File: src/rtl/alu_pkg.sv
// alu_pkg: shared types for the iterative ALU.
//   alu_op_t    - 5-bit opcode encoding (0..9 legal, 10..31 illegal)
//   alu_state_t - control FSM states
//   alu_flags_t - registered status flags driven to the status register
package alu_pkg;

  typedef enum logic [4:0] {
    ALU_ADD = 5'd0,
    ALU_SUB = 5'd1,
    ALU_AND = 5'd2,
    ALU_OR  = 5'd3,
    ALU_XOR = 5'd4,
    ALU_NOT = 5'd5,
    ALU_SHL = 5'd6,
    ALU_SHR = 5'd7,
    ALU_SRA = 5'd8,
    ALU_MUL = 5'd9
  } alu_op_t;

  typedef enum logic [1:0] {
    IDLE = 2'd0,
    BUSY = 2'd1,
    DONE = 2'd2
  } alu_state_t;

  typedef struct packed {
    logic carry;
    logic negative;
    logic overflow;
    logic zero;
    logic illegal;
  } alu_flags_t;

  localparam logic [4:0] ALU_OP_LAST        = 5'd9;
  localparam logic [4:0] ALU_OP_ILLEGAL_MIN = 5'd10;

endpackage

File: src/rtl/shift_add_multiplier.sv
// shift_add_multiplier: unsigned WIDTH x WIDTH multiplier, one partial product
// per cycle. Start loads the operands and already accumulates the first
// partial product, so Done rises WIDTH-1 cycles after the Start edge and the
// full 2*WIDTH product is on Product while Done is high.
//   Clock, Reset  - clock, synchronous active-high reset
//   Start         - load A/B and begin (ignored state is overwritten)
//   A, B          - operands
//   Done          - Product is complete
//   Product       - 2*WIDTH-bit product
module shift_add_multiplier #(
  parameter int WIDTH = 16
) (
  input  logic               Clock,
  input  logic               Reset,
  input  logic               Start,
  input  logic [WIDTH-1:0]   A,
  input  logic [WIDTH-1:0]   B,
  output logic               Done,
  output logic [2*WIDTH-1:0] Product
);

  localparam int CW = $clog2(WIDTH);

  logic [2*WIDTH-1:0] acc, mcand;
  logic [WIDTH-1:0]   mplier;
  logic [CW-1:0]      cnt;
  logic               busy;

  always_ff @(posedge Clock) begin
    if (Reset) begin
      acc    <= '0;
      mcand  <= '0;
      mplier <= '0;
      cnt    <= '0;
      busy   <= 1'b0;
    end else if (Start) begin
      acc    <= B[0] ? {{WIDTH{1'b0}}, A} : '0;
      mcand  <= {{(WIDTH-1){1'b0}}, A, 1'b0};
      mplier <= B >> 1;
      cnt    <= CW'(WIDTH - 1);
      busy   <= 1'b1;
    end else if (busy) begin
      if (cnt != '0) begin
        if (mplier[0]) acc <= acc + mcand;
        mcand  <= mcand << 1;
        mplier <= mplier >> 1;
        cnt    <= cnt - CW'(1);
      end else begin
        busy <= 1'b0;
      end
    end
  end

  assign Done    = busy && (cnt == '0);
  assign Product = acc;

endmodule

File: src/rtl/iterative_alu.sv
// iterative_alu: handshaked ALU with registered result and status flags.
// Single-cycle ops are computed combinationally and registered on the accept
// edge; MUL (only when ITERATIVE_ALU_MUL_EN is defined) runs through the
// shift-add multiplier in BUSY. Without the macro opcode 9 is illegal.
//   Clock, Reset        - clock, synchronous active-high reset
//   InValid / InReady   - request handshake (InReady only in IDLE)
//   Opcode, OperandA/B  - operation and operands (B[SHW-1:0] = shift amount)
//   OutValid / OutReady - result handshake (OutValid only in DONE)
//   Result + flags      - registered, held until the next result loads
module iterative_alu
  import alu_pkg::*;
#(
  parameter int WIDTH = 16,
  parameter int SHW   = $clog2(WIDTH)
) (
  input  logic             Clock,
  input  logic             Reset,
  input  logic             InValid,
  output logic             InReady,
  input  logic [4:0]       Opcode,
  input  logic [WIDTH-1:0] OperandA,
  input  logic [WIDTH-1:0] OperandB,
  output logic             OutValid,
  input  logic             OutReady,
  output logic [WIDTH-1:0] Result,
  output logic             Carry,
  output logic             Negative,
  output logic             Overflow,
  output logic             Zero,
  output logic             Illegal
);

  alu_state_t state_q, state_d;
  logic       load_alu;

  logic [WIDTH-1:0] alu_res, res_q;
  alu_flags_t       alu_flags, flags_q;

  logic [WIDTH:0]   sum, dif, shl_x, shr_x, sra_x;
  logic [SHW-1:0]   n;
  logic             c, v, ill;

  // ---------------- single-cycle datapath ----------------
  assign n = OperandB[SHW-1:0];

  always_comb begin
    sum   = {1'b0, OperandA} + {1'b0, OperandB};
    dif   = {1'b0, OperandA} + {1'b0, ~OperandB} + {{WIDTH{1'b0}}, 1'b1};
    // Shifts carry one extra bit so the last bit shifted out lands in it
    // (top bit for SHL, bottom bit for SHR/SRA); n=0 leaves it 0.
    shl_x = {1'b0, OperandA} << n;
    shr_x = {OperandA, 1'b0} >> n;
    sra_x = $signed({OperandA, 1'b0}) >>> n;
    alu_res = '0;
    c       = 1'b0;
    v       = 1'b0;
    ill     = 1'b0;
    case (alu_op_t'(Opcode))
      ALU_ADD: begin
        alu_res = sum[WIDTH-1:0];
        c       = sum[WIDTH];
        v       = (OperandA[WIDTH-1] == OperandB[WIDTH-1]) &&
                  (sum[WIDTH-1] != OperandA[WIDTH-1]);
      end
      ALU_SUB: begin
        alu_res = dif[WIDTH-1:0];
        c       = ~dif[WIDTH];   // borrow
        v       = (OperandA[WIDTH-1] != OperandB[WIDTH-1]) &&
                  (dif[WIDTH-1] != OperandA[WIDTH-1]);
      end
      ALU_AND: alu_res = OperandA & OperandB;
      ALU_OR:  alu_res = OperandA | OperandB;
      ALU_XOR: alu_res = OperandA ^ OperandB;
      ALU_NOT: alu_res = ~OperandA;
      ALU_SHL: begin alu_res = shl_x[WIDTH-1:0]; c = shl_x[WIDTH]; end
      ALU_SHR: begin alu_res = shr_x[WIDTH:1];   c = shr_x[0];     end
      ALU_SRA: begin alu_res = sra_x[WIDTH:1];   c = sra_x[0];     end
`ifdef ITERATIVE_ALU_MUL_EN
      ALU_MUL: ;  // result comes from the multiplier, never loaded from here
`endif
      default: ill = 1'b1;
    endcase
    alu_flags = '{carry: c, negative: alu_res[WIDTH-1], overflow: v,
                  zero: (alu_res == '0), illegal: ill};
  end

`ifdef ITERATIVE_ALU_MUL_EN
  // ---------------- iterative multiplier ----------------
  logic               mul_start, mul_done, load_mul;
  logic [2*WIDTH-1:0] mul_prod;
  logic [WIDTH-1:0]   mul_res;
  alu_flags_t         mul_flags;

  shift_add_multiplier #(.WIDTH(WIDTH)) u_mul (
    .Clock   (Clock),
    .Reset   (Reset),
    .Start   (mul_start),
    .A       (OperandA),
    .B       (OperandB),
    .Done    (mul_done),
    .Product (mul_prod)
  );

  assign mul_res   = mul_prod[WIDTH-1:0];
  assign mul_flags = '{carry: |mul_prod[2*WIDTH-1:WIDTH],
                       negative: mul_res[WIDTH-1], overflow: 1'b0,
                       zero: (mul_res == '0), illegal: 1'b0};
`endif

  // ---------------- control FSM ----------------
  always_ff @(posedge Clock) begin
    if (Reset) state_q <= IDLE;
    else       state_q <= state_d;
  end

  always_comb begin
    state_d  = state_q;
    load_alu = 1'b0;
`ifdef ITERATIVE_ALU_MUL_EN
    mul_start = 1'b0;
    load_mul  = 1'b0;
`endif
    case (state_q)
      IDLE: if (InValid) begin
`ifdef ITERATIVE_ALU_MUL_EN
        if (Opcode == ALU_MUL) begin
          mul_start = 1'b1;
          state_d   = BUSY;
        end else begin
          load_alu = 1'b1;
          state_d  = DONE;
        end
`else
        load_alu = 1'b1;
        state_d  = DONE;
`endif
      end
`ifdef ITERATIVE_ALU_MUL_EN
      BUSY: if (mul_done) begin
        load_mul = 1'b1;
        state_d  = DONE;
      end
`endif
      DONE:    if (OutReady) state_d = IDLE;
      default: state_d = IDLE;
    endcase
  end

  // ---------------- result / flag registers ----------------
  always_ff @(posedge Clock) begin
    if (Reset) begin
      res_q   <= '0;
      flags_q <= '0;
    end else if (load_alu) begin
      res_q   <= alu_res;
      flags_q <= alu_flags;
    end
`ifdef ITERATIVE_ALU_MUL_EN
    else if (load_mul) begin
      res_q   <= mul_res;
      flags_q <= mul_flags;
    end
`endif
  end

  assign InReady  = (state_q == IDLE);
  assign OutValid = (state_q == DONE);
  assign Result   = res_q;
  assign Carry    = flags_q.carry;
  assign Negative = flags_q.negative;
  assign Overflow = flags_q.overflow;
  assign Zero     = flags_q.zero;
  assign Illegal  = flags_q.illegal;

endmodule

File: config.mk
export PLATFORM = sky130hd
export DESIGN_NAME = iterative_alu
export DESIGN_NICKNAME = d
export VERILOG_FILES = /design/src/rtl/alu_pkg.sv /design/src/rtl/shift_add_multiplier.sv /design/src/rtl/iterative_alu.sv
export SDC_FILE = /design/constraint.sdc
export NUM_CORES = 1
export LEC_CHECK = 0
export ABC_AREA = 1
export CELL_PAD_IN_SITES_DETAIL_PLACEMENT = 2
export CELL_PAD_IN_SITES_GLOBAL_PLACEMENT = 2
export CORE_UTILIZATION = 31
export DETAILED_ROUTE_END_ITERATION = 10
export HOLD_SLACK_MARGIN = 0.03
export PLACE_DENSITY = 0.95
export SYNTH_ARGS = -nofsm -noshare
export SYNTH_HDL_FRONTEND = slang
export SYNTH_SLANG_ARGS = --single-unit
File: constraint.sdc
create_clock -name Clock -period 4.8 [get_ports Clock]
set_input_delay 0.96 -clock Clock [delete_from_list [all_inputs] [get_ports Clock]]
set_output_delay 0.96 -clock Clock [all_outputs]
set_load 0.03 [all_outputs]
# --- Yosys cells after proc, flatten, opt, wreduce, memory -nomap -nowiden ---
# Cells that the tools add are included.
word_totals:
  ff_bits: 23
  input_bits: 41
classes:
  addsub: 3
  eq_ne: 15
  shifts: 3
  n_mux: 9
  bitwise: 6
  n_reduce_logical: 7
op_table:
  columns: ["cell", "count"]
  rows:
  - ["one-hot mux 16 bit (9 select lines)", 1]
  - ["adder 16 x 16 -> 17 bit", 2]
  - ["inverter 16 bit", 2]
  - ["equality test 5 x 3 -> 1 bit (second input constant)", 4]
  - ["adder 17 x 1 -> 17 bit (second input constant)", 1]
  - ["left shift 16 x 4 -> 17 bit", 1]
  - [">> shifter 17 x 4 -> 17 bit", 1]
  - [">>> shifter 17 x 4 -> 17 bit", 1]
  - ["AND 16 bit", 1]
  - ["zero test 16 bit", 1]
  - ["bitwise OR 16 bit", 1]
  - ["XOR 16 bit", 1]
  - ["equality test 5 x 2 -> 1 bit (second input constant)", 2]
  - ["OR reduction 9 bit", 1]
  - ["equality test 5 x 1 -> 1 bit (second input constant)", 1]
  - ["equality test 5 x 4 -> 1 bit (second input constant)", 1]
  - ["zero test 5 bit", 1]
  - ["one-hot mux 1 bit (5 select lines)", 1]
  - ["2-to-1 mux 2 bit", 2]
  - ["one-hot mux 2 bit (2 select lines)", 1]
  - ["2-to-1 mux 1 bit", 3]
  - ["!= test 1 bit", 3]
  - ["equality test 2 bit (second input constant)", 1]
  - ["logical AND 1 bit", 2]
  - ["7 further kinds", 7]

# --- Logic depth before layout (Yosys ltp) ---
logic_depth:
  depth_word: 6
  mapped_depth: 23
  depth_no_buf: 20

# --- Worst setup path before layout ---
# Ideal clock, no wire load.
synth_timing:
  path_kind: "input to register"
  startpoint: "in OperandB[3]"
  endpoint: "reg flags_q (netlist bit Zero)"
  arrival_ns: 3.168
  path_slack_ns: 1.568
  stages: 21
  n_path_buf: 3
  cell_sequence: "clkbuf_1 -> inv_1 -> buf_2 -> buf_2 -> ha_1 -> inv_1 -> nor2_1 -> inv_1 -> nand3_1 -> nand2_1 -> a21oi_1 -> nand2_1 -> nand2_1 -> nor2_1 -> nor2_1 -> nand2_1 -> nor2_1 -> nand2_1 -> nor2_1 -> nor2_1 -> nor2_1"
synth_via:
  elab_chain_cells: 5
  elab_cells_between_ends: 12
  cone_classes: "3 x add/sub; 3 x shift; 1 x mux; 4 x bitwise; 1 x reduce/logical"
synth_rtl:
  columns: ["item", "line", "source"]
  rows:
  - ["start: declaration", "iterative_alu.sv:22", "input logic [WIDTH-1:0] OperandB,"]
  - ["inverter 16 bit", "iterative_alu.sv:48", "dif = {1'b0, OperandA} + {1'b0, ~OperandB} + {{WIDTH{1'b0}}, 1'b1};"]
  - ["adder 16 x 16 -> 17 bit", "iterative_alu.sv:48", null]
  - ["adder 17 x 1 -> 17 bit", "iterative_alu.sv:48", null]
  - ["one-hot mux 16 bit (9 select lines) *", "iterative_alu.sv:58", "case (alu_op_t'(Opcode))"]
  - ["zero test 16 bit *", "iterative_alu.sv:84", "zero: (alu_res == '0), illegal: ill};"]
  - ["end signal: assignment", "iterative_alu.sv:156", "flags_q <= alu_flags;"]
  - ["end: declaration", "iterative_alu.sv:37", "alu_flags_t alu_flags, flags_q;"]
# Every way passes the cells marked *; elsewhere a longest branch is shown, timed or not.
# A chain may end at the register's enable or synchronous reset.

# --- Worst setup path after layout ---
layout_timing:
  startpoint: "in OperandA[0]"
  endpoint: "reg flags_q (netlist bit Zero)"
layout_via:
  elab_chain_cells: 4
  elab_cells_between_ends: 12
  cone_classes: "3 x add/sub; 3 x shift; 1 x mux; 4 x bitwise; 1 x reduce/logical"
layout_rtl:
  columns: ["item", "line", "source"]
  rows:
  - ["start: declaration", "iterative_alu.sv:21", "input logic [WIDTH-1:0] OperandA,"]
  - ["adder 16 x 16 -> 17 bit", "iterative_alu.sv:48", null]
  - ["adder 17 x 1 -> 17 bit", "iterative_alu.sv:48", null]
  - ["one-hot mux 16 bit (9 select lines) *", "iterative_alu.sv:58", null]
  - ["zero test 16 bit *", "iterative_alu.sv:84", null]
# Marks and branches as above.

==> reports/qor.yml <==
num_antenna_cells: 0
clkSinkCount: 21
cts_resized: 0
min-delay-start: "Result[1]"
synth_edf_count: 0
async_flop_share_pct: 0
r2r_start: "state_q[1]"
mostFrequentLayoutCells: "nand2_1 (338), nand3_1 (160), nor2_1 (125)"
cts.clk_slew.worst_paths_ns: 0.07
rr_worst_depth: 6
irDropWorstVdd_mv: 0.130
wirelength_um: 31300
drive_gt1_share_pct: 5.76
clock_skew_ns: 0.00811
end_kind: "flip-flop"
mostFrequentLayoutCell: "nand2_1"
ys.flop_type: "dfxtp_1"
rows: 47
p_switching_mw: 0.543
dp_hpwl_um: 24900
die_h_um: 134
yosysSeqAreaShare_pct: 7.83
route.detailed.drc: 0
report.final.slew_viol_count: 0
grt_pass1_vias: 8047
clkLatencyLatePin_ns: 0.27
ant_nets: 0
area_growth_syn_to_layout_pct: 16.7
vias: 7534
clk_path_buf_depth: 2
nets: 1170
yosysWarnings: 0
critical_path_arrival_ns: 4.28
finalWeightedCongestion: 0.956
synth-seq-cells: 21
timing_hold_violations_final: 0
netSwitchingFraction_pct: 52.3
rsz0062_at_grt: "no"
overflow: 0
synth_top_cell_by_area: "nand2_1"
core_area_sq_mm: 0.0168
hold_buffers: 0
holdWs_ns: 0.510
htree_levels: 1
syn_area_sq_mm: 0.00537
share_comb_of_total_power_pct: 62.7
power_leakage_nw: 3.27
utilization_pct: 37.4
cts_tree: "built"
worst_setup_path_start_kind: "primary input"
hold_class: "reg2reg"
layout.cells.non_filler: 1297
p_total_mw: 1.04
critPathRequiredTime_ns: 5.00
setup_viol: 0
grt_max_degree: 37
fmax_mhz: 245
root_buffer: "clkbuf_16"
hold_depth: 2
regToRegSetupSlack_ns: 2.43
avgSynthCellArea_sq_um: 5.20
initial_core_util_pct: 32.0
critPathMaxFanout: 5
tightest_slew_ns: 0.987
wl_per_cell_um: 24.1
timing.rr.end: "Result[0]"
fin_setup_tns_ns: 0
synth_nets: 1124
pin_count: 64
hold_end: "Result[1]"
synthTopCellsByArea: "nand2_1 (24%), nand3_1 (15%), ha_1 (11%), nor2_1 (8.7%), inv_1 (7.9%)"
antenna_found_initial: 0
fill_cells: 2211
vias_per_cell: 5.81
status: "completed"
p_int_mw: 0.496
dr.first_iter.drc_count: 666
io_buffers: 63
die-area_sq_mm: 0.0179
numCtsBuffers: 3
dp_cells: 1293
crit_type: "in2reg"
synthCells: 1032
grt_usage_pct: 35.1
finalCriticalPeriod_ns: 4.08
yosysTopAreaCellShare_pct: 23.6
yosysUniqueCellTypes: 41
p_per_area_mw_per_mm2: 166
cts_setup_buffers: 0
grt_pass1_wl_um: 47900
cap_violations: 0
relSlewSlack_pct: 33.8
die_w_um: 134
fin_crit_sh_pct: 85.1
firstDrtPassIters: 5
p_seq_share_pct: 19.1
pwr-share-clk_pct: 18.3
[Yosys cell counts, types with 2 or more instances]
cell type	number
dfxtp_1	21
ha_1	49
o21a_1	3
clkbuf_1	7
buf_4	5
fa_1	2
nor3_1	6
nand3_1	160
buf_2	23
o21ai_1	3
o22ai_1	6
nor2_4	3
nand2_2	8
o21bai_1	4
nand2_1	338
or2_2	3
nand2_4	2
buf_6	3
and2_1	4
o211ai_1	12
inv_2	9
nor2_2	10
o21ai_0	34
inv_1	113
nand4_1	20
nor2_1	125
nand3_2	3
a21oi_1	43
[metal layers]
metal	track usage, %	share of wire (%)	up-vias	wire length, um
met1	45.3	43	3772	13400
met3	4.22	5.9	90	1840
met2	59.3	47	272	14700
met4	13.7	4.2	0	1310
li1	-	-	3400	-
met5	0	0	-	0
[critical path: stages]
cell             delay [ns]
clkdlybuf4s50_1        0.50
inv_1                  0.15
ha_1                   0.20
inv_1                  0.11
fa_1                   0.41
nand2_1                0.11
nand2_1                0.09
nand2_1                0.12
inv_1                  0.07
nand2_1                0.07
nand3b_1               0.10
nand2_1                0.15
nand3_1                0.13
nor2_1                 0.33
nand2_1                0.11
nor2_1                 0.21
nand4_1                0.13
nor2_1                 0.15
nor2_1                 0.07
nor2_1                 0.10
[worst max path at each step]
| stage | slack (ns) | to | startpoint |
|---|---|---|---|
| 2_1_floorplan | 1.57 | Zero | OperandB[3] |
| 3_3_place_gp | 0.93 | Zero | OperandA[0] |
| 3_5_place_dp | 0.53 | Zero | OperandA[0] |
| 4_1_cts | 0.80 | Zero | OperandA[0] |
| 5_1_grt | 0.60 | Zero | OperandA[0] |
| 6_report | 0.72 | Zero | OperandA[0] |
[power groups by stage]
stage	Sequential (mW)	Clock, mW	Combinational [mW]
final	0.198	0.190	0.651
after global placement	0.198	0	0.578
after floorplan	0.224	0	0.348
after global routing	0.198	0.197	0.693
after detailed placement	0.200	0	0.623
after CTS	0.197	0.189	0.635
[sequential cells by signal, indices dropped and copies added, names as in the netlist]
| register | flops |
|---|---|
| Overflow | 1 |
| state_q | 1 |
| Result | 16 |
| Carry | 1 |
| Illegal | 1 |
| Zero | 1 |
[cell families (layout without fill, tap and decap cells)]
family | after synthesis | after routing | share of synthesized area [%]
buffers and inverters | 163 | 208 | 12.7
and+or+nand+nor | 688 | 688 | 55.9
xor gates and xnor gates | 1 | 1 | 0.163
AOI/OAI and AO/OA | 108 | 108 | 11.3
DFF | 21 | 21 | 7.83
adders and majority gates | 51 | 51 | 12.2
[area by class of cell]
| class | count | area [sq um] | area share (%) |
|---|---|---|---|
| Timing Repair Buffer | 80 | 758 | 12.1 |
| Sequential cell | 21 | 420 | 6.71 |
| Inverter | 124 | 468 | 7.47 |
| Clock buffer | 3 | 75.1 | 1.20 |
| Clock inverter | 1 | 5.00 | 0.0798 |
| Tap cell | 220 | 275 | 4.39 |
| Multi-Input combinational cell | 848 | 4270 | 68.1 |
[per-stage QoR]
stage	instance area (sq um)	setup slack [ns]
floorplan	5370	1.57
global placement	6190	0.928
detailed placement	6190	0.527
CTS	6270	0.804
global route	6270	0.604
finish	6270	0.717
(Power assumes the default switching activity.)
